==> src/rtl/noc_traffic_node.sv <==
// noc_traffic_node: mesh NoC endpoint. It generates bursts of numbered test
// packets toward a fixed or sweeping destination, and checks incoming packets
// addressed to this node for framing, index and sequence errors.
module noc_traffic_node #(
  parameter int unsigned X_ID     = 0,
  parameter int unsigned Y_ID     = 0,
  parameter int unsigned NOC_X    = 4,
  parameter int unsigned NOC_Y    = 4,
  parameter int unsigned FLIT_W   = 32,
  parameter int unsigned SEQ_W    = 8,
  parameter int unsigned PKT_LEN  = 4,
  parameter int unsigned NUM_PKTS = 16,
  parameter int unsigned GAP_CYC  = 0,
  parameter int unsigned DST_MODE = 0,
  parameter int unsigned DST_X    = 1,
  parameter int unsigned DST_Y    = 0
) (
  input  logic              noc_clk,
  input  logic              noc_rst_n,
  input  logic              send_start,
  output logic              tx_valid,
  input  logic              tx_ready,
  output logic [FLIT_W-1:0] tx_flit,
  input  logic              rx_valid,
  output logic              rx_ready,
  input  logic [FLIT_W-1:0] rx_flit,
  output logic              send_busy,
  output logic              send_done,
  output logic [15:0]       rx_pkt_count,
  output logic [15:0]       rx_err_count,
  output logic              rx_err
);

  localparam int unsigned XW  = (NOC_X > 1) ? $clog2(NOC_X) : 1;
  localparam int unsigned YW  = (NOC_Y > 1) ? $clog2(NOC_Y) : 1;
  localparam int unsigned IDW = XW + YW;

  localparam logic [XW-1:0]  SELF_X    = XW'(X_ID);
  localparam logic [YW-1:0]  SELF_Y    = YW'(Y_ID);
  localparam logic [IDW-1:0] SELF_ID   = {SELF_Y, SELF_X};
  localparam logic [XW-1:0]  MAX_X     = XW'(NOC_X - 1);
  localparam logic [YW-1:0]  MAX_Y     = YW'(NOC_Y - 1);
  localparam logic [IDW-1:0] FIXED_DST = {YW'(DST_Y), XW'(DST_X)};
  localparam logic [7:0]     LAST_IDX  = 8'(PKT_LEN - 1);
  localparam logic [31:0]    LAST_PKT  = 32'(NUM_PKTS - 1);
  localparam logic [7:0]     GAP_LOAD  = 8'(GAP_CYC - 1);

  localparam logic [1:0] T_BODY   = 2'b00;
  localparam logic [1:0] T_HEAD   = 2'b01;
  localparam logic [1:0] T_TAIL   = 2'b10;
  localparam logic [1:0] T_SINGLE = 2'b11;

  // ---------------------------------------------------------------------------
  // Generator
  // ---------------------------------------------------------------------------
  typedef enum logic [2:0] {
    S_IDLE,
    S_HEAD,
    S_BODY,
    S_GAP,
    S_DONE
  } gen_state_t;

  gen_state_t       r_gen_state;
  gen_state_t       w_gen_next;
  logic [7:0]       r_idx;
  logic [SEQ_W-1:0] r_seq;
  logic [31:0]      r_pkt_cnt;
  logic [7:0]       r_gap_cnt;
  logic [IDW-1:0]   r_dst;

  logic             w_xfer;
  logic             w_start;
  logic             w_eop;
  logic [IDW-1:0]   w_dst_step1;
  logic [IDW-1:0]   w_dst_step2;
  logic [IDW-1:0]   w_dst_adv;
  logic [IDW-1:0]   w_dst_first;

  // Row-major advance: x first, wrapping into the next row, then wrap y.
  function automatic logic [IDW-1:0] step_dst(input logic [IDW-1:0] cur);
    logic [XW-1:0] x;
    logic [YW-1:0] y;
    x = cur[XW-1:0];
    y = cur[IDW-1:XW];
    if (x == MAX_X) begin
      x = '0;
      y = (y == MAX_Y) ? '0 : y + 1'b1;
    end else begin
      x = x + 1'b1;
    end
    return {y, x};
  endfunction

  assign w_xfer = tx_valid && tx_ready;

  // Destination sequencing; a single step can land on this node, so a second
  // step is taken to skip over it.
  always_comb begin
    w_dst_step1 = step_dst(r_dst);
    w_dst_step2 = step_dst(w_dst_step1);
    w_dst_adv   = (w_dst_step1 == SELF_ID) ? w_dst_step2 : w_dst_step1;
    w_dst_first = (SELF_ID == '0) ? step_dst('0) : '0;
    if (DST_MODE == 0) begin
      w_dst_adv   = FIXED_DST;
      w_dst_first = FIXED_DST;
    end
  end

  // Generator state register.
  always_ff @(posedge noc_clk) begin
    if (!noc_rst_n) r_gen_state <= S_IDLE;
    else            r_gen_state <= w_gen_next;
  end

  // Generator next-state logic and packet-boundary detection.
  always_comb begin
    w_gen_next = r_gen_state;
    w_start    = 1'b0;
    w_eop      = 1'b0;
    case (r_gen_state)
      S_IDLE, S_DONE: begin
        if (send_start) begin
          w_gen_next = S_HEAD;
          w_start    = 1'b1;
        end
      end
      S_HEAD: begin
        if (w_xfer) begin
          if (PKT_LEN > 1) w_gen_next = S_BODY;
          else             w_eop      = 1'b1;
        end
      end
      S_BODY: begin
        if (w_xfer && (r_idx == LAST_IDX)) w_eop = 1'b1;
      end
      S_GAP: begin
        if (r_gap_cnt == '0) w_gen_next = S_HEAD;
      end
      default: w_gen_next = S_IDLE;
    endcase
    if (w_eop) begin
      if (r_pkt_cnt == LAST_PKT) w_gen_next = S_DONE;
      else if (GAP_CYC > 0)      w_gen_next = S_GAP;
      else                       w_gen_next = S_HEAD;
    end
  end

  // Generator datapath: flit index, sequence, packet count, gap timer, dest.
  always_ff @(posedge noc_clk) begin
    if (!noc_rst_n) begin
      r_idx     <= '0;
      r_seq     <= '0;
      r_pkt_cnt <= '0;
      r_gap_cnt <= '0;
      r_dst     <= '0;
    end else begin
      if (w_start) begin
        r_seq     <= '0;
        r_pkt_cnt <= '0;
        r_dst     <= w_dst_first;
      end
      if (r_gen_state == S_HEAD && w_xfer) r_idx <= 8'd1;
      if (r_gen_state == S_BODY && w_xfer) r_idx <= r_idx + 8'd1;
      if (w_eop) begin
        r_seq     <= r_seq + 1'b1;
        r_pkt_cnt <= r_pkt_cnt + 32'd1;
        r_gap_cnt <= GAP_LOAD;
        r_dst     <= w_dst_adv;
      end
      if (r_gen_state == S_GAP && r_gap_cnt != '0) r_gap_cnt <= r_gap_cnt - 8'd1;
    end
  end

  // Flit formatting and status outputs. Everything is derived from registers
  // that only move on a transfer, so a stalled flit stays stable.
  always_comb begin
    tx_valid  = 1'b0;
    tx_flit   = '0;
    send_busy = 1'b0;
    send_done = 1'b0;
    case (r_gen_state)
      S_HEAD: begin
        tx_valid  = 1'b1;
        send_busy = 1'b1;
        tx_flit[FLIT_W-1 -: 2]        = (PKT_LEN == 1) ? T_SINGLE : T_HEAD;
        tx_flit[2*IDW+SEQ_W-1:0]      = {r_seq, SELF_ID, r_dst};
      end
      S_BODY: begin
        tx_valid  = 1'b1;
        send_busy = 1'b1;
        tx_flit[FLIT_W-1 -: 2]        = (r_idx == LAST_IDX) ? T_TAIL : T_BODY;
        tx_flit[8+SEQ_W-1:0]          = {r_seq, r_idx};
      end
      S_GAP:   send_busy = 1'b1;
      S_DONE:  send_done = 1'b1;
      default: ;
    endcase
  end

  // ---------------------------------------------------------------------------
  // Checker
  // ---------------------------------------------------------------------------
  typedef enum logic {
    C_EXPECT_HEAD,
    C_IN_PKT
  } chk_state_t;

  chk_state_t       r_chk_state;
  chk_state_t       w_chk_next;
  logic             r_rx_ready;
  logic [7:0]       r_exp_idx;
  logic [SEQ_W-1:0] r_cap_seq;
  logic [15:0]      r_pkt_count;
  logic [15:0]      r_err_count;
  logic             r_err;

  logic             w_rx_xfer;
  logic [1:0]       w_rx_type;
  logic [IDW-1:0]   w_rx_dst;
  logic [SEQ_W-1:0] w_rx_head_seq;
  logic [7:0]       w_rx_idx;
  logic [SEQ_W-1:0] w_rx_body_seq;
  logic             w_err;
  logic             w_pkt_ok;
  logic             w_capture;
  logic             w_idx_inc;

  assign w_rx_xfer     = rx_valid && r_rx_ready;
  assign w_rx_type     = rx_flit[FLIT_W-1 -: 2];
  assign w_rx_dst      = rx_flit[IDW-1:0];
  assign w_rx_head_seq = rx_flit[2*IDW +: SEQ_W];
  assign w_rx_idx      = rx_flit[7:0];
  assign w_rx_body_seq = rx_flit[8 +: SEQ_W];

  assign rx_ready     = r_rx_ready;
  assign rx_pkt_count = r_pkt_count;
  assign rx_err_count = r_err_count;
  assign rx_err       = r_err;

  // Checker state register.
  always_ff @(posedge noc_clk) begin
    if (!noc_rst_n) r_chk_state <= C_EXPECT_HEAD;
    else            r_chk_state <= w_chk_next;
  end

  // Checker next-state logic and per-flit verdict.
  always_comb begin
    w_chk_next = r_chk_state;
    w_err      = 1'b0;
    w_pkt_ok   = 1'b0;
    w_capture  = 1'b0;
    w_idx_inc  = 1'b0;
    if (w_rx_xfer) begin
      if (w_rx_type == T_HEAD || w_rx_type == T_SINGLE) begin
        if (w_rx_dst != SELF_ID) begin
          w_err      = 1'b1;
          w_chk_next = C_EXPECT_HEAD;
        end else begin
          // A head arriving mid-packet is flagged but still starts a new packet.
          if (r_chk_state == C_IN_PKT) w_err = 1'b1;
          if (w_rx_type == T_HEAD) begin
            w_capture  = 1'b1;
            w_chk_next = C_IN_PKT;
          end else begin
            w_chk_next = C_EXPECT_HEAD;
            if (r_chk_state == C_EXPECT_HEAD) w_pkt_ok = 1'b1;
          end
        end
      end else if (r_chk_state == C_EXPECT_HEAD) begin
        w_err = 1'b1;
      end else if ((w_rx_idx != r_exp_idx) || (w_rx_body_seq != r_cap_seq) ||
                   ((w_rx_type == T_TAIL) != (r_exp_idx == LAST_IDX))) begin
        w_err      = 1'b1;
        w_chk_next = C_EXPECT_HEAD;
      end else if (w_rx_type == T_TAIL) begin
        w_pkt_ok   = 1'b1;
        w_chk_next = C_EXPECT_HEAD;
      end else begin
        w_idx_inc = 1'b1;
      end
    end
  end

  // Checker datapath: captured packet context and saturating statistics.
  always_ff @(posedge noc_clk) begin
    if (!noc_rst_n) begin
      r_rx_ready  <= 1'b0;
      r_exp_idx   <= '0;
      r_cap_seq   <= '0;
      r_pkt_count <= '0;
      r_err_count <= '0;
      r_err       <= 1'b0;
    end else begin
      r_rx_ready <= 1'b1;
      if (w_capture) begin
        r_exp_idx <= 8'd1;
        r_cap_seq <= w_rx_head_seq;
      end else if (w_idx_inc) begin
        r_exp_idx <= r_exp_idx + 8'd1;
      end
      if (w_pkt_ok && r_pkt_count != '1) r_pkt_count <= r_pkt_count + 16'd1;
      if (w_err) begin
        r_err <= 1'b1;
        if (r_err_count != '1) r_err_count <= r_err_count + 16'd1;
      end
    end
  end

endmodule

==> config.mk <==
export PLATFORM = sky130hd
export DESIGN_NAME = noc_traffic_node
export DESIGN_NICKNAME = d
export VERILOG_FILES = /design/src/rtl/noc_traffic_node.sv
export SDC_FILE = /design/constraint.sdc
export NUM_CORES = 1
export LEC_CHECK = 0
export CORE_MARGIN = 3
export CORE_UTILIZATION = 30
export CTS_CLUSTER_DIAMETER = 150
export DETAILED_ROUTE_END_ITERATION = 6
export GPL_ROUTABILITY_DRIVEN = 0
export PLACE_DENSITY_LB_ADDON = 0.12
export SYNTH_ARGS = -nofsm -noshare
export SYNTH_HDL_FRONTEND = slang
export SYNTH_SLANG_ARGS = --single-unit
==> constraint.sdc <==
create_clock -name noc_clk -period 3.2 [get_ports noc_clk]
set_clock_uncertainty 0.05 [all_clocks]
set_input_delay 0.64 -clock noc_clk [delete_from_list [all_inputs] [get_ports noc_clk]]
set_output_delay 0.64 -clock noc_clk [all_outputs]
set_load 0.05 [all_outputs]
==> flow_metrics.tcl, run 1 <==
set metrics [dict create \
    outcome "finished, final reports clean" \
    synth_edf_count 0 \
    clockRootBuffer "clkbuf_16" \
    routed_wl_um 14800 \
    switching_power_mw 0.762 \
    grt_pass1_wl_um 25200 \
    synth-seq-cells 111 \
    drt-wirelength-per-cell_um 14.0 \
    clock-sinks 111 \
    top_usage_layer "met2" \
    design.die.area_um2 21200 \
    htree_levels 3 \
    core.rowCount 50 \
    numCtsBuffers 9 \
    grt.total_usage 0.140 \
    crit_arrival_ns 2.31 \
    die_w_um 146 \
    netlist_area_um2 5860 \
    finish.utilization 0.382 \
    drt-initial-drc-count 261 \
    gr-usage-met1 0.184 \
    synth-async-reset-ratio 0 \
    rsz0062_at_grt "no" \
    cts_tree "built" \
    syn_to_final_growth_pct 23.8 \
    cts_hold_buf 0 \
    core_area_um2 19000 \
    fill_cells 1975 \
    nets 838 \
    grt_pass1_vias 5140 \
    worstSetupEndpointType "primary output" \
    insertion_delay_ns 0.35 \
    ctsResizeCount 0 \
    synth_cells 725 \
    use_met2 0.233 \
    place_hpwl_um 10400 \
    powerDensity_nw_per_um2 402 \
    p_leak_nw 2.54 \
    worst_slew_pin_slew_ns 1.11 \
    r2r_setup_slack_ns 0.55 \
    vias 5414 \
    ant_nets 0 \
    firstDrtPassIters 5 \
    mostFrequentLayoutCells "dfxtp_1, nor2_1, clkdlybuf4s50_1, a21oi_1, nand2_1" \
    fin_crit_sh 0.938 \
    initial_utilization 0.309 \
    met3_usage 0.0290 \
    cts.clk_slew.worst_paths_ns 0.08 \
    power_frac_comb 0.105 \
    drv_slew 0 \
    diodes 0 \
    yosys_warnings 0 \
    period_needed_ns 3.00 \
    peakVddDrop_mv 0.238 \
    gr-total-overflow 0 \
    yosysUniqueCellTypes 60 \
    port_buffers 77 \
    pin_count 106 \
    crit_required_ns 2.51 \
    setup.worst_path.start_class "register" \
    vias_per_cell 5.12 \
    finalHoldViolations 0 \
    antenna_found_initial 0 \
    layout_commonest_cell "dfxtp_1" \
    multiInputGateArea_um2 3360 \
    cts_setup_buffers 0 \
    hold_path.class "register to register" \
    seq_area_frac_synth 0.379 \
    cp_max_fo 8 \
    drive_above_1_share 0.0752 \
    ys.flop_type "dfxtp_1" \
    swShare 0.261 \
    syn_area_per_cell_um2 8.08 \
    power_mw 2.92 \
    drv_cap 0 \
    drc 0 \
    fp.dieH_um 146 \
    cts_buffer_depth 2 \
    p_int_mw 2.16 \
    seqPwrFrac 0.482 \
    register_area_um2 2220 \
    grt_max_degree 39 \
    fmax_ghz 0.333 \
    slew_headroom 0.251 \
    worstSetupPathType "register to primary output" \
    setup_viol 0 \
    clkPwrFrac 0.413 \
]
[final timing paths]
path	from	to	depth (start not counted)
worst max-delay path	r_gen_state[0]$_SDFFE_PN0P_	tx_flit[0]	4
worst min-delay path	rx_err$_SDFFE_PN0P_	rx_err$_SDFFE_PN0P_	2
worst max register to register	r_idx[0]$_SDFFE_PN0P_	r_pkt_cnt[23]$_SDFFE_PN0P_	7
worst min register to register	rx_err$_SDFFE_PN0P_	rx_err$_SDFFE_PN0P_	2
[metal layers]
metal  up-vias  share of wire  wire, um
met1      2559           0.48      7140
li1       2755              -         -
met2        89           0.47      6990
met3        11          0.035       512
met5         -              0         0
met4         0          0.011       168
[power by group through the flow]
| stage | Combinational [mW] | Clock (mW) | Sequential [mW] |
|---|---|---|---|
| 2_1_floorplan | 0.216 | 0 | 1.44 |
| 3_3_place_gp | 0.306 | 0 | 1.44 |
| 3_5_place_dp | 0.310 | 0 | 1.44 |
| 4_1_cts | 0.311 | 1.27 | 1.40 |
| 5_1_grt | 0.337 | 1.32 | 1.41 |
| 6_report | 0.307 | 1.20 | 1.41 |
[metrics by stage]
step	hold WS (ns)	cells	cell area, um2	setup slack [ns]	TNS, ns
after floorplan	0.377	738	5910	0.0499	0
after global placement	0.385	1042	6930	-0.0204	-0.0261
after detailed placement	0.389	1042	6930	-0.0195	-0.0205
after CTS	0.401	1058	7250	0.161	0
after global routing	0.435	1058	7250	0.0311	0
final	0.401	1058	7250	0.199	0
[area by class of cell]
type / count / share of cell area
inverter: 19 / 0.00984
clock inverter: 4 / 0.00725
multi-input combinational: 558 / 0.464
timing repair buffer: 94 / 0.131
clock buffer: 12 / 0.0368
tap: 260 / 0.0449
sequential: 111 / 0.307
[kinds of logic (layout without fill, tap and decap cells)]
| family | Yosys count | after routing | synth area share |
|---|---|---|---|
| AO/OA/AOI/OAI | 154 | 154 | 0.163 |
| XOR/XNOR | 28 | 28 | 0.0419 |
| adder cells (fa/ha/maj) | 8 | 8 | 0.0171 |
| buffers and inverters | 69 | 129 | 0.0555 |
| flip-flops | 111 | 111 | 0.379 |
| multiplexers | 22 | 22 | 0.0382 |
| other | 1 | 14 | 0.000640 |
| AND/OR/NAND/NOR | 332 | 332 | 0.304 |
[critical path: stages, from the launching register on]
cell,delay [ns]
dfxtp_1,0.48
nor3b_2,0.36
inv_1,0.11
o21ai_0,0.18
clkdlybuf4s50_1,0.83
[state kept, by name, indices dropped and copies added, names as in the netlist, 3 cells and up]
| name | cells |
|---|---|
| r_cap_seq | 8 |
| r_exp_idx | 8 |
| r_gap_cnt | 8 |
| r_gen_state | 3 |
| r_idx | 8 |
| r_pkt_cnt | 32 |
| r_seq | 8 |
| rx_err_count | 16 |
| rx_pkt_count | 16 |
[Yosys cell counts (all sizes together), types with 16 or more instances]
cell type  number  area share
dfxtp         111        0.38
nand2          62       0.040
a21oi          63       0.054
nand3          46       0.039
nor4           17       0.022
inv            19       0.012
buf            21       0.025
nor2           70       0.045
xnor2          16       0.024
mux2i          19       0.032
nand4          21       0.022
clkbuf         29       0.019
o21ai          31       0.026
(Power assumes the default switching activity.)
==> inputs of run 2 (changes only) <==
--- a/config.mk
+++ b/config.mk
@@ -5,6 +5,7 @@
 export SDC_FILE = /design/constraint.sdc
 export NUM_CORES = 1
 export LEC_CHECK = 0
+export CAP_MARGIN = 0
 export CORE_MARGIN = 3
 export CORE_UTILIZATION = 30
 export CTS_CLUSTER_DIAMETER = 150
==> constraint.sdc (replaced) <==
create_clock -name noc_clk -period 2.9 [get_ports noc_clk]
set_clock_uncertainty 0.05 [all_clocks]
set_input_delay 0.58 -clock noc_clk [delete_from_list [all_inputs] [get_ports noc_clk]]
set_output_delay 0.58 -clock noc_clk [all_outputs]
set_load 0.05 [all_outputs]
==> run 2 against run 1 <==
  * Global-route usage is 0.38 points higher
  * Critical path depth grew 3
  * Cell area up 3.0%
  * Non-clock buffer count grew 19
  * Register-to-register slack worse by 0.21 ns
  * Sequential cell count did not move
  * Clock power is 13% higher
  * Count of clock-buffer cells in the layout unchanged
  * Via count up 2.5%
==> flow_metrics.tcl, run 2 (same netlist as run 1, synthesis figures left out) <==
set metrics [dict create \
    cp_num_buf_inv 1 \
    diodes 0 \
    initial_utilization 0.309 \
    drv_cap 0 \
    drt-wirelength-per-cell_um 14.0 \
    largest_register_ff_count 32 \
    register_area_um2 2220 \
    htree_levels 3 \
    p_leak_nw 2.66 \
    power_mw 3.28 \
    regMostFlops "r_pkt_cnt" \
    drt-initial-drc-count 184 \
    drc 0 \
    cp_max_fo 4 \
    port_buffers 77 \
    hold_path.class "register to register" \
    fill_cells 1956 \
    drive_above_1_share 0.103 \
    syn_to_final_growth_pct 27.5 \
    grt_max_degree 39 \
    numCtsBuffers 9 \
    ctsResizeCount 0 \
    nets 857 \
    antenna_found_initial 0 \
    peakVddDrop_mv 0.255 \
    design.die.area_um2 21200 \
    cts_hold_buf 0 \
    core_area_um2 19000 \
    layout_commonest_cell "dfxtp_1" \
    crit_chain "clkdlybuf4s50_1 > xnor2_1 > nand4_1 > or3_1 > or4b_4 > or4_1 > a21oi_1" \
    crit_required_ns 3.14 \
    insertion_delay_ns 0.35 \
    setup_viol 0 \
    cts_buffer_depth 2 \
    worst_path_max_delay_cell "or4b_4" \
    outcome "finished, final reports clean" \
    clock-sinks 111 \
    worst_slew_pin_slew_ns 0.898 \
    core.rowCount 50 \
    slowest_delay_ns 0.52 \
    routed_wl_um 15100 \
    fmax_ghz 0.361 \
    fin_crit_sh 0.954 \
    drv_slew 0 \
    die_w_um 146 \
    fin_tns_setup_ns 0 \
    multiInputGateArea_um2 3360 \
    place_hpwl_um 10700 \
    crit_arrival_ns 3.01 \
    powerDensity_nw_per_um2 439 \
    path_delay_family "simple AND/OR/NAND/NOR gates" \
    slew_headroom 0.401 \
    gr-total-overflow 0 \
    firstDrtPassIters 6 \
    vias_per_cell 5.16 \
    setup.worst_path.start_class "primary input" \
    mostFrequentLayoutCells "dfxtp_1, nor2_1, a21oi_1, nand2_1, clkdlybuf4s50_1" \
    grt.total_usage 0.144 \
    period_needed_ns 2.77 \
    grt_pass1_wl_um 26000 \
    worstSetupPathType "primary input to register" \
    vias 5550 \
    worstSetupEndpointType "register" \
    clockRootBuffer "clkbuf_16" \
    cts.clk_slew.worst_paths_ns 0.08 \
    pin_count 106 \
    ant_nets 0 \
    rsz0062_at_grt "no" \
    fp.dieH_um 146 \
    finalHoldViolations 0 \
    cts_tree "built" \
    grt_pass1_vias 5312 \
    cts_setup_buffers 0 \
    finish.utilization 0.394 \
]
==> run 2: cell types whose count changed in the layout (fill, tap and decap cells not counted), sizes merged <==
| cell | change |
|---|---|
| clkinvlp | +1 |
| clkinv | -3 |
| clkdlybuf4s50 | -8 |
| buf | +27 |
| bufinv | +1 |
==> run 2: per-layer routing <==
layer / track usage / wire length, um / share of wire / vias up
li1: - / - / - / 2801
met1: 0.181 / 7140 / 0.47 / 2643
met2: 0.247 / 7220 / 0.48 / 94
met3: 0.0371 / 568 / 0.038 / 12
met4: 0.0332 / 157 / 0.010 / 0
met5: 0 / 0 / 0 / -
==> run 2: path summary, 6_finish.rpt <==
check	start	to	slack [ns]	cells past startpoint
setup reg to reg	r_exp_idx[0]$_SDFFE_PN0P_	r_exp_idx[7]$_SDFFE_PP0P_	0.34	7
setup / recovery	rx_flit[3]	r_exp_idx[7]$_SDFFE_PP0P_	0.13	7
hold / removal	rx_err$_SDFFE_PN0P_	rx_err$_SDFFE_PN0P_	0.40	2
hold reg to reg	rx_err$_SDFFE_PN0P_	rx_err$_SDFFE_PN0P_	0.40	2
==> run 2: cell type report <==
class                           count  share of cell area
Clock buffer                       12              0.0330
Inverter                           19             0.00955
Tap cell                          260              0.0436
Timing Repair Buffer              113               0.157
Sequential cell                   111               0.298
Multi-Input combinational cell    558               0.450
Clock inverter                      3             0.00905
==> run 2: worst reg2reg max path, delay by kind of cell (launching register included) <==
family	cells	cell delay, ns
AOI/OAI and AO/OA	2	0.26
DFF	1	0.41
and+or+nand+nor	4	1.55
adders and majority gates	1	0.22
==> run 2: metrics by stage <==
step / setup slack (ns) / area (um2) / hold slack, ns / instances
final: 0.133 / 7470 / 0.398 / 1076
after floorplan: 0.00684 / 5910 / 0.382 / 738
after global routing: 0.0284 / 7470 / 0.449 / 1076
after CTS: 0.128 / 7470 / 0.402 / 1076
after global placement: -0.228 / 7150 / 0.388 / 1061
after detailed placement: -0.238 / 7150 / 0.390 / 1061
==> run 2: power by group <==
part           internal [mW]  switching (mW)
logic                  0.125           0.244
clock network          0.779           0.578
registers               1.53          0.0161
